**config.mk**
```make
export PLATFORM = sky130hd
export DESIGN_NAME = nybble_alu
export DESIGN_NICKNAME = d
export VERILOG_FILES = /design/src/rtl/nybble_alu.sv
export SDC_FILE = /design/constraint.sdc
export NUM_CORES = 1
export LEC_CHECK = 0
export CORE_ASPECT_RATIO = 0.75
export CORE_UTILIZATION = 60
export CTS_BUF_LIST = sky130_fd_sc_hd__clkbuf_8
export DETAILED_ROUTE_END_ITERATION = 16
export DONT_BUFFER_PORTS = 1
export PLACE_DENSITY = 0.75
export SYNTH_ARGS = -nofsm -noshare
export SYNTH_HDL_FRONTEND = slang
export SYNTH_SLANG_ARGS = --single-unit
export TNS_END_PERCENT = 100
```
**constraint.sdc**
```tcl
create_clock -name i_clk -period 9 [get_ports i_clk]
set_input_delay 1.35 -clock i_clk [delete_from_list [all_inputs] [get_ports i_clk]]
set_output_delay 1.35 -clock i_clk [all_outputs]
set_load 0.005 [all_outputs]
```
**src/rtl/nybble_alu.sv**
```systemverilog
// nybble_alu: nybble-serial 8-bit ALU feeding the decimal-adjust stage.
// An accepted request runs two passes, low nybble (LO) then high nybble (HI),
// with the nybble carry/borrow held between them. Results commit on entry to DONE.
// Ports:
//   i_clk, i_rst_n         clock (rising edge), async active-low reset
//   i_start                request, accepted in IDLE or DONE
//   i_op[3:0]              opcode (ADD ADC SUB SBC AND XOR OR CP INC DEC CPL SCF CCF, D-F NOP)
//   i_A[7:0], i_B[7:0]     operands (i_B is the sole operand for INC/DEC)
//   i_F[3:0]               current flags {Z,N,H,C}
//   o_busy                 high while in LO or HI
//   o_done                 one-cycle pulse, outputs valid
//   o_result[7:0], o_F[3:0], o_wr_en   committed result, flags, write enable
// Build option: define NYBBLE_ALU_SINGLE_CYCLE_EN to compute all 8 bits in one
// pass (IDLE -> DONE directly, o_busy tied low, identical flags).
module nybble_alu (
  input  logic       i_clk,
  input  logic       i_rst_n,
  input  logic       i_start,
  input  logic [3:0] i_op,
  input  logic [7:0] i_A,
  input  logic [7:0] i_B,
  input  logic [3:0] i_F,
  output logic       o_busy,
  output logic       o_done,
  output logic [7:0] o_result,
  output logic [3:0] o_F,
  output logic       o_wr_en
);

  typedef enum logic [1:0] {IDLE, LO, HI, DONE} state_e;

  typedef enum logic [3:0] {
    OP_ADD = 4'h0, OP_ADC, OP_SUB, OP_SBC, OP_AND, OP_XOR, OP_OR, OP_CP,
    OP_INC, OP_DEC, OP_CPL, OP_SCF, OP_CCF, OP_NOP
  } op_e;

  // INC/DEC operate on B with a constant 1; everything else uses A (and B).
  function automatic logic [7:0] src_x(op_e op, logic [7:0] a, logic [7:0] b);
    return (op == OP_INC || op == OP_DEC) ? b : a;
  endfunction

  function automatic logic [7:0] src_y(op_e op, logic [7:0] b);
    return (op == OP_INC || op == OP_DEC) ? 8'h01 : b;
  endfunction

  function automatic logic carry_in(op_e op, logic [3:0] f);
    return (op == OP_ADC || op == OP_SBC) ? f[0] : 1'b0;
  endfunction

  // One nybble pass: {carry/borrow out, 4-bit result}. For the subtract class,
  // bit 4 of the 5-bit difference is the borrow.
  function automatic logic [4:0] nyb_step(op_e op, logic [3:0] x, logic [3:0] y, logic cin);
    logic [4:0] r;
    r = {1'b0, x};
    case (op)
      OP_ADD, OP_ADC, OP_INC:        r = {1'b0, x} + {1'b0, y} + {4'b0, cin};
      OP_SUB, OP_SBC, OP_CP, OP_DEC: r = {1'b0, x} - {1'b0, y} - {4'b0, cin};
      OP_AND:                        r = {1'b0, x & y};
      OP_XOR:                        r = {1'b0, x ^ y};
      OP_OR:                         r = {1'b0, x | y};
      OP_CPL:                        r = {1'b0, ~x};
      default:                       r = {1'b0, x};
    endcase
    return r;
  endfunction

  function automatic logic [3:0] new_flags(op_e op, logic [7:0] res, logic h, logic c,
                                           logic [3:0] f);
    logic z;
    logic [3:0] nf;
    z  = (res == 8'h00);
    nf = f;
    case (op)
      OP_ADD, OP_ADC:        nf = {z, 1'b0, h, c};
      OP_SUB, OP_SBC, OP_CP: nf = {z, 1'b1, h, c};
      OP_AND:                nf = {z, 3'b010};
      OP_XOR, OP_OR:         nf = {z, 3'b000};
      OP_INC:                nf = {z, 1'b0, h, f[0]};
      OP_DEC:                nf = {z, 1'b1, h, f[0]};
      OP_CPL:                nf = {f[3], 2'b11, f[0]};
      OP_SCF:                nf = {f[3], 3'b001};
      OP_CCF:                nf = {f[3], 2'b00, ~f[0]};
      default:               nf = f;
    endcase
    return nf;
  endfunction

  function automatic logic write_en(op_e op);
    return !(op == OP_CP || op > OP_CCF);
  endfunction

  state_e     state_q, state_d;
  logic       accept;
  logic       commit;
  op_e        op_s;
  logic [3:0] f_s;
  logic [7:0] x_s, y_s;
  logic [4:0] lo_step, hi_step;
  logic       h_s;
  logic [3:0] lo_res_s;
  logic [7:0] res_s;

  assign accept = i_start && (state_q == IDLE || state_q == DONE);
  assign o_done = (state_q == DONE);
  assign res_s  = {hi_step[3:0], lo_res_s};

`ifdef NYBBLE_ALU_SINGLE_CYCLE_EN
  // Both nybble passes chained combinationally from the live inputs.
  assign op_s     = op_e'(i_op);
  assign f_s      = i_F;
  assign x_s      = src_x(op_s, i_A, i_B);
  assign y_s      = src_y(op_s, i_B);
  assign lo_step  = nyb_step(op_s, x_s[3:0], y_s[3:0], carry_in(op_s, f_s));
  assign hi_step  = nyb_step(op_s, x_s[7:4], y_s[7:4], lo_step[4]);
  assign h_s      = lo_step[4];
  assign lo_res_s = lo_step[3:0];
  assign commit   = accept;
  assign o_busy   = 1'b0;

  always_comb begin
    state_d = state_q;
    case (state_q)
      IDLE:    if (i_start) state_d = DONE;
      DONE:    state_d = i_start ? DONE : IDLE;
      default: state_d = IDLE;
    endcase
  end
`else
  op_e        op_q;
  logic [7:0] a_q, b_q;
  logic [3:0] f_q;
  logic [3:0] lo_q;
  logic       nc_q;

  assign op_s     = op_q;
  assign f_s      = f_q;
  assign x_s      = src_x(op_s, a_q, b_q);
  assign y_s      = src_y(op_s, b_q);
  assign lo_step  = nyb_step(op_s, x_s[3:0], y_s[3:0], carry_in(op_s, f_s));
  assign hi_step  = nyb_step(op_s, x_s[7:4], y_s[7:4], nc_q);
  assign h_s      = nc_q;
  assign lo_res_s = lo_q;
  assign commit   = (state_q == HI);
  assign o_busy   = (state_q == LO) || (state_q == HI);

  always_comb begin
    state_d = state_q;
    case (state_q)
      IDLE:    if (i_start) state_d = LO;
      LO:      state_d = HI;
      HI:      state_d = DONE;
      DONE:    state_d = i_start ? LO : IDLE;
      default: state_d = IDLE;
    endcase
  end

  always_ff @(posedge i_clk or negedge i_rst_n) begin
    if (!i_rst_n) begin
      op_q <= OP_ADD;
      a_q  <= '0;
      b_q  <= '0;
      f_q  <= '0;
      lo_q <= '0;
      nc_q <= 1'b0;
    end else begin
      if (accept) begin
        op_q <= op_e'(i_op);
        a_q  <= i_A;
        b_q  <= i_B;
        f_q  <= i_F;
      end
      if (state_q == LO) begin
        lo_q <= lo_step[3:0];
        nc_q <= lo_step[4];
      end
    end
  end
`endif

  always_ff @(posedge i_clk or negedge i_rst_n) begin
    if (!i_rst_n) begin
      state_q  <= IDLE;
      o_result <= '0;
      o_F      <= '0;
      o_wr_en  <= 1'b0;
    end else begin
      state_q <= state_d;
      if (commit) begin
        o_result <= res_s;
        o_F      <= new_flags(op_s, res_s, h_s, hi_step[4], f_s);
        o_wr_en  <= write_en(op_s);
      end
    end
  end

endmodule
```
# Yosys cells after proc, flatten, opt, wreduce, memory -nomap -nowiden

Index checks and enable logic that the tools add are counted.

Register bits after elaboration: 44
Bits of input ports: 27
Logic and storage cells: 68

Add/subtract/negate cells: 8
$lt $le $gt $ge: 1
Equality and inequality tests: 16
Muxes and demuxes: 9
Bitwise operators: 9
Reduce and logical (&&, ||, !) cells: 15

Operators by type and width:

| kind               | count |
|---|---|
| $pmux 5 s6         | 2 |
| $pmux 4 s9         | 1 |
| $eq 4x4->1 const B | 5 |
| $eq 4x3->1 const B | 4 |
| $mux 8             | 2 |
| $add 4x4->5        | 2 |
| $add 5x1->5        | 2 |
| $sub 4x4->5        | 2 |
| $sub 5x1->5        | 2 |
| $and 4x4->4        | 2 |
| $eq 4x2->1 const B | 2 |
| $logic_not 8->1    | 1 |
| $not 4->4          | 2 |
| $or 4x4->4         | 2 |
| $pmux 2 s4         | 1 |
| $xor 4x4->4        | 2 |
| $reduce_or 3->1    | 2 |
| $logic_or 1x1->1   | 5 |
| $eq 2x2->1 const B | 2 |
| $eq 4x1->1 const B | 1 |
| $gt 4x4->1 const B | 1 |
| $logic_not 4->1    | 1 |
| $reduce_or 2->1    | 2 |
| $reduce_or 4->1    | 1 |
| other kinds (8)    | 9 |

# Logic depth before layout (Yosys ltp)

Gate-level depths: netlist of run 1.

Word-level depth: 8
Depth in mapped cells: 15
Gate-level depth less buffers: 12

# Worst setup path after synthesis of run 1

Ideal clock, no wire load.

Path type: register to register
Start: register op_q[1]
End: register o_F[3]
Arrival: 3.016 ns
Setup slack: 5.852 ns
Cell stages (with the launch flop): 15
Buffers on the path: 3
Clock period less this slack: 3.148 ns
Path through: dfrtp_1 -> buf_6 -> or3b_1 -> buf_6 -> clkbuf_1 -> nand2_1 -> ha_1 -> ha_1 -> a31oi_1 -> fa_1 -> o21ai_0 -> a21oi_1 -> o21a_1 -> o2111ai_1 -> o41ai_2

Cells in the longest elaborated chain, start to end: 8
Elaborated cells between the ends (all ways): 32
Classes of those cells: 4 x add/sub; 12 x eq/ne; 4 x mux; 4 x bitwise; 8 x reduce/logical

RTL lines:

| what                                       | RTL line | RTL |
|---|---|---|
| from (decl)                                | 129      | `op_e op_q;` |
| from (signal assigned)                     | 167      | `op_q <= op_e'(i_op);` |
| $eq 4x4->1                                 | --       |  |
| $logic_or 1x1->1                           | 39, 43   |  |
| $mux 8 (on tied branches)                  | 39, 43   |  |
| $sub 4x4->5 or $add 4x4->5 (tied branches) | 57, 56   |  |
| $sub 5x1->5 or $add 5x1->5 (tied branches) | 57, 56   |  |
| $pmux 5 s6                                 | 55       | `case (op)` |
| $logic_not 8->1                            | 71       | `z = (res == 8'h00);` |
| $pmux 4 s9 (*)                             | 73       | `case (op)` |
| to (signal assigned)                       | 190      | `o_F <= new_flags(op_s, res_s, h_s, hi_step[4], f_s);` |
| to (decl)                                  | 26       | `output logic [3:0] o_F,` |

Mark *: on every way between the ends. The rest lies on a longest branch, timed or not.
A chain may end at the register's enable or synchronous reset.

# Worst setup path after layout of run 1

Start: register op_q[2]
End: register o_F[3]

The elaborated chain is that of the path after synthesis.

==> flow_metrics.env, run 1 <==
export IMPL_status="complete, no violations"
export IMPL_cts_resized_gates=0
export IMPL_skew_ns=0.00532
export IMPL_die_h_um=67.6
export IMPL_fmax_ghz=0.252
export IMPL_synth_most_common_cell="dfrtp_1"
export IMPL_drc_errors=0
export IMPL_detailed_place_area_sq_um=3460
export IMPL_max_slew_margin=0.397
export IMPL_clk_latency_ns=0.30
export IMPL_final_min_clock_period_ns=3.97
export IMPL_grtUsageTotal=0.296
export IMPL_cts_clk_slew_worst_paths_ns=0.09
export IMPL_synthTopCellsByArea="dfrtp_1 32%, ha_1 11%, mux2_2 10%"
export IMPL_initialDrtViolationCount=397
export IMPL_crit_type="reg -> reg"
export IMPL_totalWireLength_um=8120
export IMPL_rsz0062_at_grt="false"
export IMPL_die_area_sq_um=6050
export IMPL_synth_seq_cells=44
export IMPL_avgSynthCellArea_sq_um=9.16
export IMPL_syn_nets=439
export IMPL_drv_slew=0
export IMPL_rows=23
export IMPL_async_flop_share=1.00
export IMPL_dominantRegCellSynth="dfrtp_1"
export IMPL_diodes=0
export IMPL_pin_count=42
export IMPL_worst_pin_slew_ns=0.904
export IMPL_grt_max_degree=45
export IMPL_min_path_type="reg -> reg"
export IMPL_hold_viol=0
export IMPL_critPathRequiredTime_ns=9.19
export IMPL_end_kind="register"
export IMPL_grt_pass1_vias=2468
export IMPL_maxCapViolCount=0
export IMPL_syn_area_sq_um=3440
export IMPL_ant_nets=0
export IMPL_hpwlAfterDp_um=5930
export IMPL_cts_root_buffer="clkbuf_8"
export IMPL_multiInputGateArea_sq_um=2100
export IMPL_arrival_ns=4.16
export IMPL_cts_hold_buf=0
export IMPL_antenna_found_initial=0
export IMPL_ys_top_cells_by_count="44 x dfrtp_1, 36 x inv_1, 31 x mux2_2, 31 x nand2_1, 30 x ha_1"
export IMPL_cp_start_kind="register"
export IMPL_place_port_buffers=0
export IMPL_clock_path_buffers=2
export IMPL_ys_types=55
export IMPL_die_width_um=89.5
export IMPL_fin_crit_sh=0.441
export IMPL_syn_to_final_growth_pct=3.71
export IMPL_ys_warn_count=0
export IMPL_synth_edf_count=0
export IMPL_cts_buffers=5
export IMPL_path_max_fanout=26
export IMPL_num_vias=2724
export IMPL_drive_above_1_share=0.135
export IMPL_yosysSeqAreaShare=0.320
export IMPL_postCtsSetupRepairBufs=0
export IMPL_initial_core_util=0.633
export IMPL_nNetsFinal=426
export IMPL_drt_pass1_iterations=6
export IMPL_grt_pass1_wl_um=12900
export IMPL_final_seq_area_sq_um=1100
export IMPL_avgRoutedWirePerCell_um=18.5
export IMPL_setup_tns_ns=0
export IMPL_synth_cells=376
export IMPL_fp_coreArea_sq_um=5440
export IMPL_synth_top_cell_by_area="dfrtp_1"
export IMPL_synth_top_area_share=0.320
export IMPL_cts_sinks=44
export IMPL_fin_area_sq_um=3570
export IMPL_cts_tree="yes"
export IMPL_routabilityCongestion=0.943
export IMPL_grt_overflow_total=0
export IMPL_setup_viol=0
export IMPL_viasPerCell=6.21
export IMPL_cts_htree_levels=2
export IMPL_nFillCells=438
## area by class of cell
class                      count  share of cell area
clock buffer                   5              0.0193
clock inverter                 3              0.0119
inverter                      37              0.0389
multi-input combinational    272               0.589
sequential                    44               0.308
tap                           75              0.0263
timing repair buffer           3             0.00631
## sequential cells by signal, summed over array words and instances (netlist names), 2 cells and up
| signal | flops |
|---|---|
| a_q | 8 |
| b_q | 8 |
| o_result | 8 |
| f_q | 4 |
| lo_q | 4 |
| o_F | 4 |
| op_q | 4 |
| state_q | 2 |
## per-layer routing
metal,share of wire,vias up,wire [um],GRT usage
li1,-,1294,-,-
met1,0.48,1309,3920,0.433
met2,0.42,111,3420,0.415
met3,0.083,10,674,0.0831
met4,0.014,0,111,0.105
met5,0,-,0,0
## worst paths after layout
check	start	endpoint	slack, ns	cells past startpoint
setup / recovery	op_q[2]$_DFFE_PN0P_	o_F[3]$_DFFE_PN0N_	5.03	11
hold / removal	a_q[3]$_DFFE_PN0P_	a_q[3]$_DFFE_PN0P_	0.52	1
setup reg to reg	op_q[2]$_DFFE_PN0P_	o_F[3]$_DFFE_PN0N_	5.03	11
hold reg to reg	a_q[3]$_DFFE_PN0P_	a_q[3]$_DFFE_PN0P_	0.52	1
max in group asynchronous	i_rst_n	o_F[3]$_DFFE_PN0N_	8.16	0
min in group asynchronous	i_rst_n	o_F[2]$_DFFE_PN0N_	0.73	0
## layout by cell type (no fill, tap or decap), drive strengths merged, types with 2 or more instances in the layout
cell type   n
dfrtp      44
inv        36
mux2       32
nand2      31
ha         30
o21ai      26
a21oi      25
nor2       16
mux2i      10
nor2b       9
nand2b      7
a31oi       7
nand3       6
nor3        6
fa          6
o221ai      5
o22ai       5
o21a        5
clkbuf      5
xnor2       4
xor2        4
a211oi      4
a22o        3
nand3b      3
buf         3
or2         2
a221o       2
a221oi      2
o211ai      2
clkinv      2
## worst max-delay path: stages (launching register included)
cell,delay [ns]
dfrtp_1,0.87
or3b_1,0.68
mux2i_1,0.33
ha_1,0.29
ha_1,0.21
a31oi_1,0.18
fa_1,0.24
xor2_1,0.14
o22ai_1,0.10
a31oi_1,0.19
o221ai_1,0.21
o41ai_2,0.41
## cells by family (layout without fill, tap and decap cells)
family,after synthesis,in the layout,share of synthesized area
AOI/OAI and AO/OA,100,100,0.191
xor gates and xnor gates,8,8,0.0203
adders and majority gates,36,36,0.144
buffers and inverters,60,48,0.0701
DFF,44,44,0.320
muxes,42,42,0.135
and+or+nand+nor,86,86,0.120
## metrics by stage
stage / hold slack [ns] / setup WS, ns / instances / utilization
2_1_floorplan: 0.480 / 5.85 / 376 / -
3_3_place_gp: 0.495 / 5.23 / 431 / 0.636
3_5_place_dp: 0.496 / 5.12 / 431 / 0.636
4_1_cts: 0.517 / 5.08 / 439 / 0.657
5_1_grt: 0.541 / 4.80 / 439 / 0.657
6_report: 0.517 / 5.03 / 439 / 0.657
Power of run 1 is not shown: default switching activity piles up to over one toggle a cycle in this logic, so the estimate is an artifact.
==> run 2, diff against run 1 <==
PLACE_DENSITY = 0.78   (was 0.75)
clock period = 3.3 ns   (was 9 ns; I/O delays follow)
==> run 2 against run 1 <==
Die area did not move. Non-clock buffer count rose by 10. Final area rose by 2.3%. Count of clock-buffer cells in the layout rose by 1. Maximum frequency rose by 29%. Hold slack got worse by 0.49 ns. Register-to-register slack got worse by 4.8 ns. Sequential share of layout area fell by 0.71 points. Critical path type unchanged. First-iteration DRC count fell by 28%.
==> flow_metrics.env, run 2 (synthesis results as in run 1) <==
export IMPL_status="complete, no violations"
export IMPL_avgRoutedWirePerCell_um=18.4
export IMPL_postCtsSetupRepairBufs=0
export IMPL_cts_sinks=44
export IMPL_cts_clk_slew_worst_paths_ns=0.08
export IMPL_path_delay_family="compound AO/OA/AOI/OAI gates"
export IMPL_final_cell_mix="44 x dfrtp_1, 36 x inv_1, 31 x nand2_1, 31 x mux2_2, 30 x ha_1"
export IMPL_setup_tns_ns=0
export IMPL_place_port_buffers=0
export IMPL_nNetsFinal=436
export IMPL_final_common_cell="dfrtp_1"
export IMPL_worst_pin_slew_ns=0.779
export IMPL_routabilityCongestion=0.948
export IMPL_clock_path_buffers=2
export IMPL_final_seq_area_sq_um=1100
export IMPL_cp_num_buf_inv=0
export IMPL_r2r_start="op_q[1]$_DFFE_PN0P_"
export IMPL_drc_errors=0
export IMPL_fin_crit_sh=0.931
export IMPL_pin_count=42
export IMPL_cts_htree_levels=2
export IMPL_syn_to_final_growth_pct=6.14
export IMPL_final_min_clock_period_ns=3.07
export IMPL_totalWireLength_um=8270
export IMPL_grt_max_degree=45
export IMPL_setup_viol=0
export IMPL_rsz0062_at_grt="false"
export IMPL_num_vias=2767
export IMPL_antenna_found_initial=0
export IMPL_cts_root_buffer="clkbuf_8"
export IMPL_grt_pass1_vias=2566
export IMPL_drv_slew=0
export IMPL_viasPerCell=6.16
export IMPL_critPathRequiredTime_ns=3.49
export IMPL_grt_pass1_wl_um=13100
export IMPL_arrival_ns=3.26
export IMPL_reg_top3="a_q x8, b_q x8, o_result x8"
export IMPL_rrSetupSlack_ns=0.23
export IMPL_maxCapViolCount=0
export IMPL_max_slew_margin=0.481
export IMPL_initial_core_util=0.633
export IMPL_cts_buffers=5
export IMPL_nFillCells=438
export IMPL_cp_start_kind="register"
export IMPL_ant_nets=0
export IMPL_drive_above_1_share=0.163
export IMPL_multiInputGateArea_sq_um=2110
export IMPL_cts_tree="yes"
export IMPL_reg2reg_depth=11
export IMPL_die_h_um=67.6
export IMPL_path_cells="or3b_4 -> mux2i_1 -> ha_1 -> ha_1 -> a31oi_1 -> fa_1 -> o21ai_0 -> a21oi_1 -> o21a_1 -> o2111ai_1 -> o41ai_2"
export IMPL_end_kind="register"
export IMPL_critical_path_slowest_cell="fa_1"
export IMPL_skew_ns=0.00500
export IMPL_hpwlAfterDp_um=6090
export IMPL_cpPeakStageDelay_ns=0.45
export IMPL_min_path_type="in -> async"
export IMPL_grtUsageTotal=0.303
export IMPL_rows=23
export IMPL_initialDrtViolationCount=287
export IMPL_path_max_fanout=4
export IMPL_reg2reg_to="o_F[3]$_DFFE_PN0N_"
export IMPL_clk_latency_ns=0.31
export IMPL_grt_overflow_total=0
export IMPL_fp_coreArea_sq_um=5440
export IMPL_crit_top_cell="ha_1"
export IMPL_crit_type="reg -> reg"
export IMPL_diodes=0
export IMPL_fmax_ghz=0.326
export IMPL_die_area_sq_um=6050
export IMPL_die_width_um=89.5
export IMPL_drt_pass1_iterations=5
export IMPL_hold_viol=0
run 2: cell count changes in the layout (fill, tap and decap cells not counted), sizes merged:
cell      before  now
clkbuf         5    6
clkinvlp       1    0
buf            3   13
clkinv         2    3
bufinv         1    0
run 2: final cells by class:
type,count,area share
multi-input combinational,272,0.578
sequential,44,0.301
inverter,37,0.0380
timing repair buffer,13,0.0322
tap,75,0.0257
clock buffer,6,0.0226
clock inverter,2,0.00274
run 2: per-layer routing:
metal | up-vias | global-route usage | part of all wire
met5 | - | 0 | 0
met4 | 0 | 0.0873 | 0.011
met3 | 9 | 0.0770 | 0.097
met2 | 124 | 0.445 | 0.43
met1 | 1323 | 0.440 | 0.46
li1 | 1311 | - | -
run 2: worst max path at each step:
stage / start / endpoint / slack, ns / cells after the start
2_1_floorplan: op_q[1]$_DFFE_PN0P_ / o_F[3]$_DFFE_PN0N_ / 0.15 / 14
3_3_place_gp: op_q[3]$_DFFE_PN0P_ / h_s$_DFFE_PN0N_ / 0.28 / 10
3_5_place_dp: op_q[1]$_DFFE_PN0P_ / o_F[3]$_DFFE_PN0N_ / 0.22 / 11
4_1_cts: op_q[1]$_DFFE_PN0P_ / o_F[3]$_DFFE_PN0N_ / 0.22 / 11
5_1_grt: op_q[1]$_DFFE_PN0P_ / o_F[3]$_DFFE_PN0N_ / 0.03 / 11
6_report: op_q[1]$_DFFE_PN0P_ / o_F[3]$_DFFE_PN0N_ / 0.23 / 11
run 2: worst reg2reg max path: cells and delay by family, from the launching register on:
| family | cells | cell delay, ns |
|---|---|---|
| flip-flops | 1 | 0.41 |
| AO/OA/AOI/OAI | 6 | 0.97 |
| adder cells (fa/ha/maj) | 3 | 0.94 |
| AND/OR/NAND/NOR | 1 | 0.43 |
| multiplexers | 1 | 0.21 |
run 2: through the flow:
stage / hold slack [ns] / utilization / setup slack (ns) / cell area (sq um) / cells
finish: 0.0241 / 0.672 / 0.229 / 3650 / 449
global route: 0.0329 / 0.672 / 0.0270 / 3650 / 449
CTS: 0.0273 / 0.671 / 0.219 / 3650 / 449
detailed placement: 0.201 / 0.648 / 0.225 / 3530 / 440
global placement: 0.200 / 0.648 / 0.280 / 3530 / 440
floorplan: 0.199 / - / 0.152 / 3440 / 376
run 2: timing repair:
item,in CTS,in global routing
resized for setup,0,2
hold endpoints to repair,44,0
hold buffers,1,0
endpoints found under the setup margin,0,2
Power of run 2 is left out for the same reason.
==> run 3, diff against run 2 <==
CORE_UTILIZATION = 35   (was 60)
PLACE_DENSITY = 0.5   (was 0.78)
==> run 3 against run 2 <==
Register-to-register slack lost 0.02 ns. Final cell count grew 12%. Setup slack lost 0.022 ns. Critical path depth is the same. Hold slack lost 0.0047 ns. Global-route usage shrank 11 points. Sequential share of layout area shrank 0.73 points. Highest routed layer unchanged.
==> flow_metrics.env, run 3 (synthesis results as in run 1) <==
export IMPL_status="complete, no violations"
export IMPL_syn_to_final_growth_pct=8.79
export IMPL_drv_slew=0
export IMPL_grt_overflow_total=0
export IMPL_cts_buffers=5
export IMPL_arrival_ns=3.28
export IMPL_maxCapViolCount=0
export IMPL_fmax_ghz=0.323
export IMPL_setup_viol=0
export IMPL_setup_tns_ns=0
export IMPL_grt_max_degree=45
export IMPL_end_kind="register"
export IMPL_rsz0062_at_grt="false"
export IMPL_ant_nets=0
export IMPL_cts_tree="yes"
export IMPL_die_area_sq_um=10200
export IMPL_detailed_place_area_sq_um=3600
export IMPL_initialDrtViolationCount=151
export IMPL_skew_ns=0.00769
export IMPL_r2r_start="op_q[1]$_DFFE_PN0P_"
export IMPL_critPathRequiredTime_ns=3.48
export IMPL_worst_pin_slew_ns=0.826
export IMPL_rows=30
export IMPL_postCtsSetupRepairBufs=0
export IMPL_crit_start="op_q[1]$_DFFE_PN0P_"
export IMPL_cts_sinks=44
export IMPL_num_vias=2712
export IMPL_die_width_um=117
export IMPL_clk_latency_ns=0.31
export IMPL_cp_start_kind="register"
export IMPL_hold_viol=0
export IMPL_drive_above_1_share=0.163
export IMPL_grt_pass1_vias=2633
export IMPL_totalWireLength_um=9330
export IMPL_avgRoutedWirePerCell_um=18.6
export IMPL_place_port_buffers=0
export IMPL_final_cell_mix="44 x dfrtp_1, 36 x inv_1, 31 x nand2_1, 31 x mux2_2, 30 x ha_1"
export IMPL_final_common_cell="dfrtp_1"
export IMPL_nNetsFinal=437
export IMPL_cts_root_buffer="clkbuf_8"
export IMPL_max_slew_margin=0.449
export IMPL_drc_errors=0
export IMPL_reg_top3="a_q x8, b_q x8, o_result x8"
export IMPL_min_path_type="in -> async"
export IMPL_routabilityCongestion=0.890
export IMPL_fin_crit_sh=0.937
export IMPL_cts_clk_slew_worst_paths_ns=0.09
export IMPL_antenna_found_initial=0
export IMPL_pin_count=42
export IMPL_grtUsageTotal=0.194
export IMPL_grt_pass1_wl_um=14800
export IMPL_die_h_um=87.9
export IMPL_final_min_clock_period_ns=3.09
export IMPL_fin_area_sq_um=3750
export IMPL_path_max_fanout=7
export IMPL_initial_core_util=0.370
export IMPL_drt_pass1_iterations=6
export IMPL_cts_htree_levels=2
export IMPL_crit_type="reg -> reg"
export IMPL_viasPerCell=5.39
export IMPL_clock_path_buffers=2
export IMPL_fp_coreArea_sq_um=9310
export IMPL_diodes=0
export IMPL_hpwlAfterDp_um=6890
## run 3: cell types whose count changed in the layout (fill, tap and decap cells not counted), sizes merged
| cell | before | now |
|---|---|---|
| clkinv | 3 | 1 |
| buf | 13 | 14 |
| bufinv | 0 | 1 |
| clkbuf | 6 | 5 |
| clkinvlp | 0 | 1 |
| inv | 36 | 37 |
## run 3: layout make-up
cell class                      count  area, sq um
Fill cell                         990         5560
Clock inverter                      3         46.3
Tap cell                          128          160
Clock buffer                        5         68.8
Sequential cell                    44         1100
Inverter                           37          139
Multi-Input combinational cell    272         2110
Timing Repair Buffer               14          125
## run 3: final timing paths
check | to | slack [ns] | cells after the start
worst max-delay path | lo_q[1]$_DFFE_PN0N_ | 0.21 | 11
worst min-delay path | o_F[2]$_DFFE_PN0N_ | 0.02 | 1
worst max register to register | lo_q[1]$_DFFE_PN0N_ | 0.21 | 11
worst min register to register | f_q[3]$_DFFE_PN0P_ | 0.52 | 1
max in group asynchronous | a_q[4]$_DFFE_PN0P_ | 3.07 | 1
min in group i_clk | state_q[1]$_DFFE_PN0P_ | 0.26 | 1
## run 3: per-stage QoR
stage	utilization	std cells	hold WS (ns)	worst slack, ns
6_report	0.402	503	0.0195	0.207
2_1_floorplan	-	376	0.199	0.152
4_1_cts	0.402	503	0.0176	0.149
5_1_grt	0.402	503	0.0101	0.0247
3_5_place_dp	0.387	494	0.201	0.188
3_3_place_gp	0.387	494	0.201	0.265
## run 3: what timing repair did
action                                  in CTS  in global routing
endpoints found under the hold margin       44                  0
hold buffers                                 1                  0
endpoints found under the setup margin       0                  1
gates resized for setup                      0                  1
## run 3: critical path: stages (launching register included)
cell	delay, ns
dfrtp_1	0.41
or3b_4	0.44
buf_4	0.18
mux2i_1	0.16
fa_1	0.43
fa_1	0.57
inv_1	0.04
o21ai_0	0.12
o311ai_0	0.14
a22o_1	0.21
o221ai_1	0.16
o21ai_0	0.11
## run 3: per-layer routing
metal	up-vias	track usage	share of wire
li1	1312	-	-
met1	1292	0.304	0.54
met2	92	0.258	0.38
met3	16	0.0512	0.067
met4	0	0.0483	0.013
met5	-	0	0
Power of run 3 is left out for the same reason.
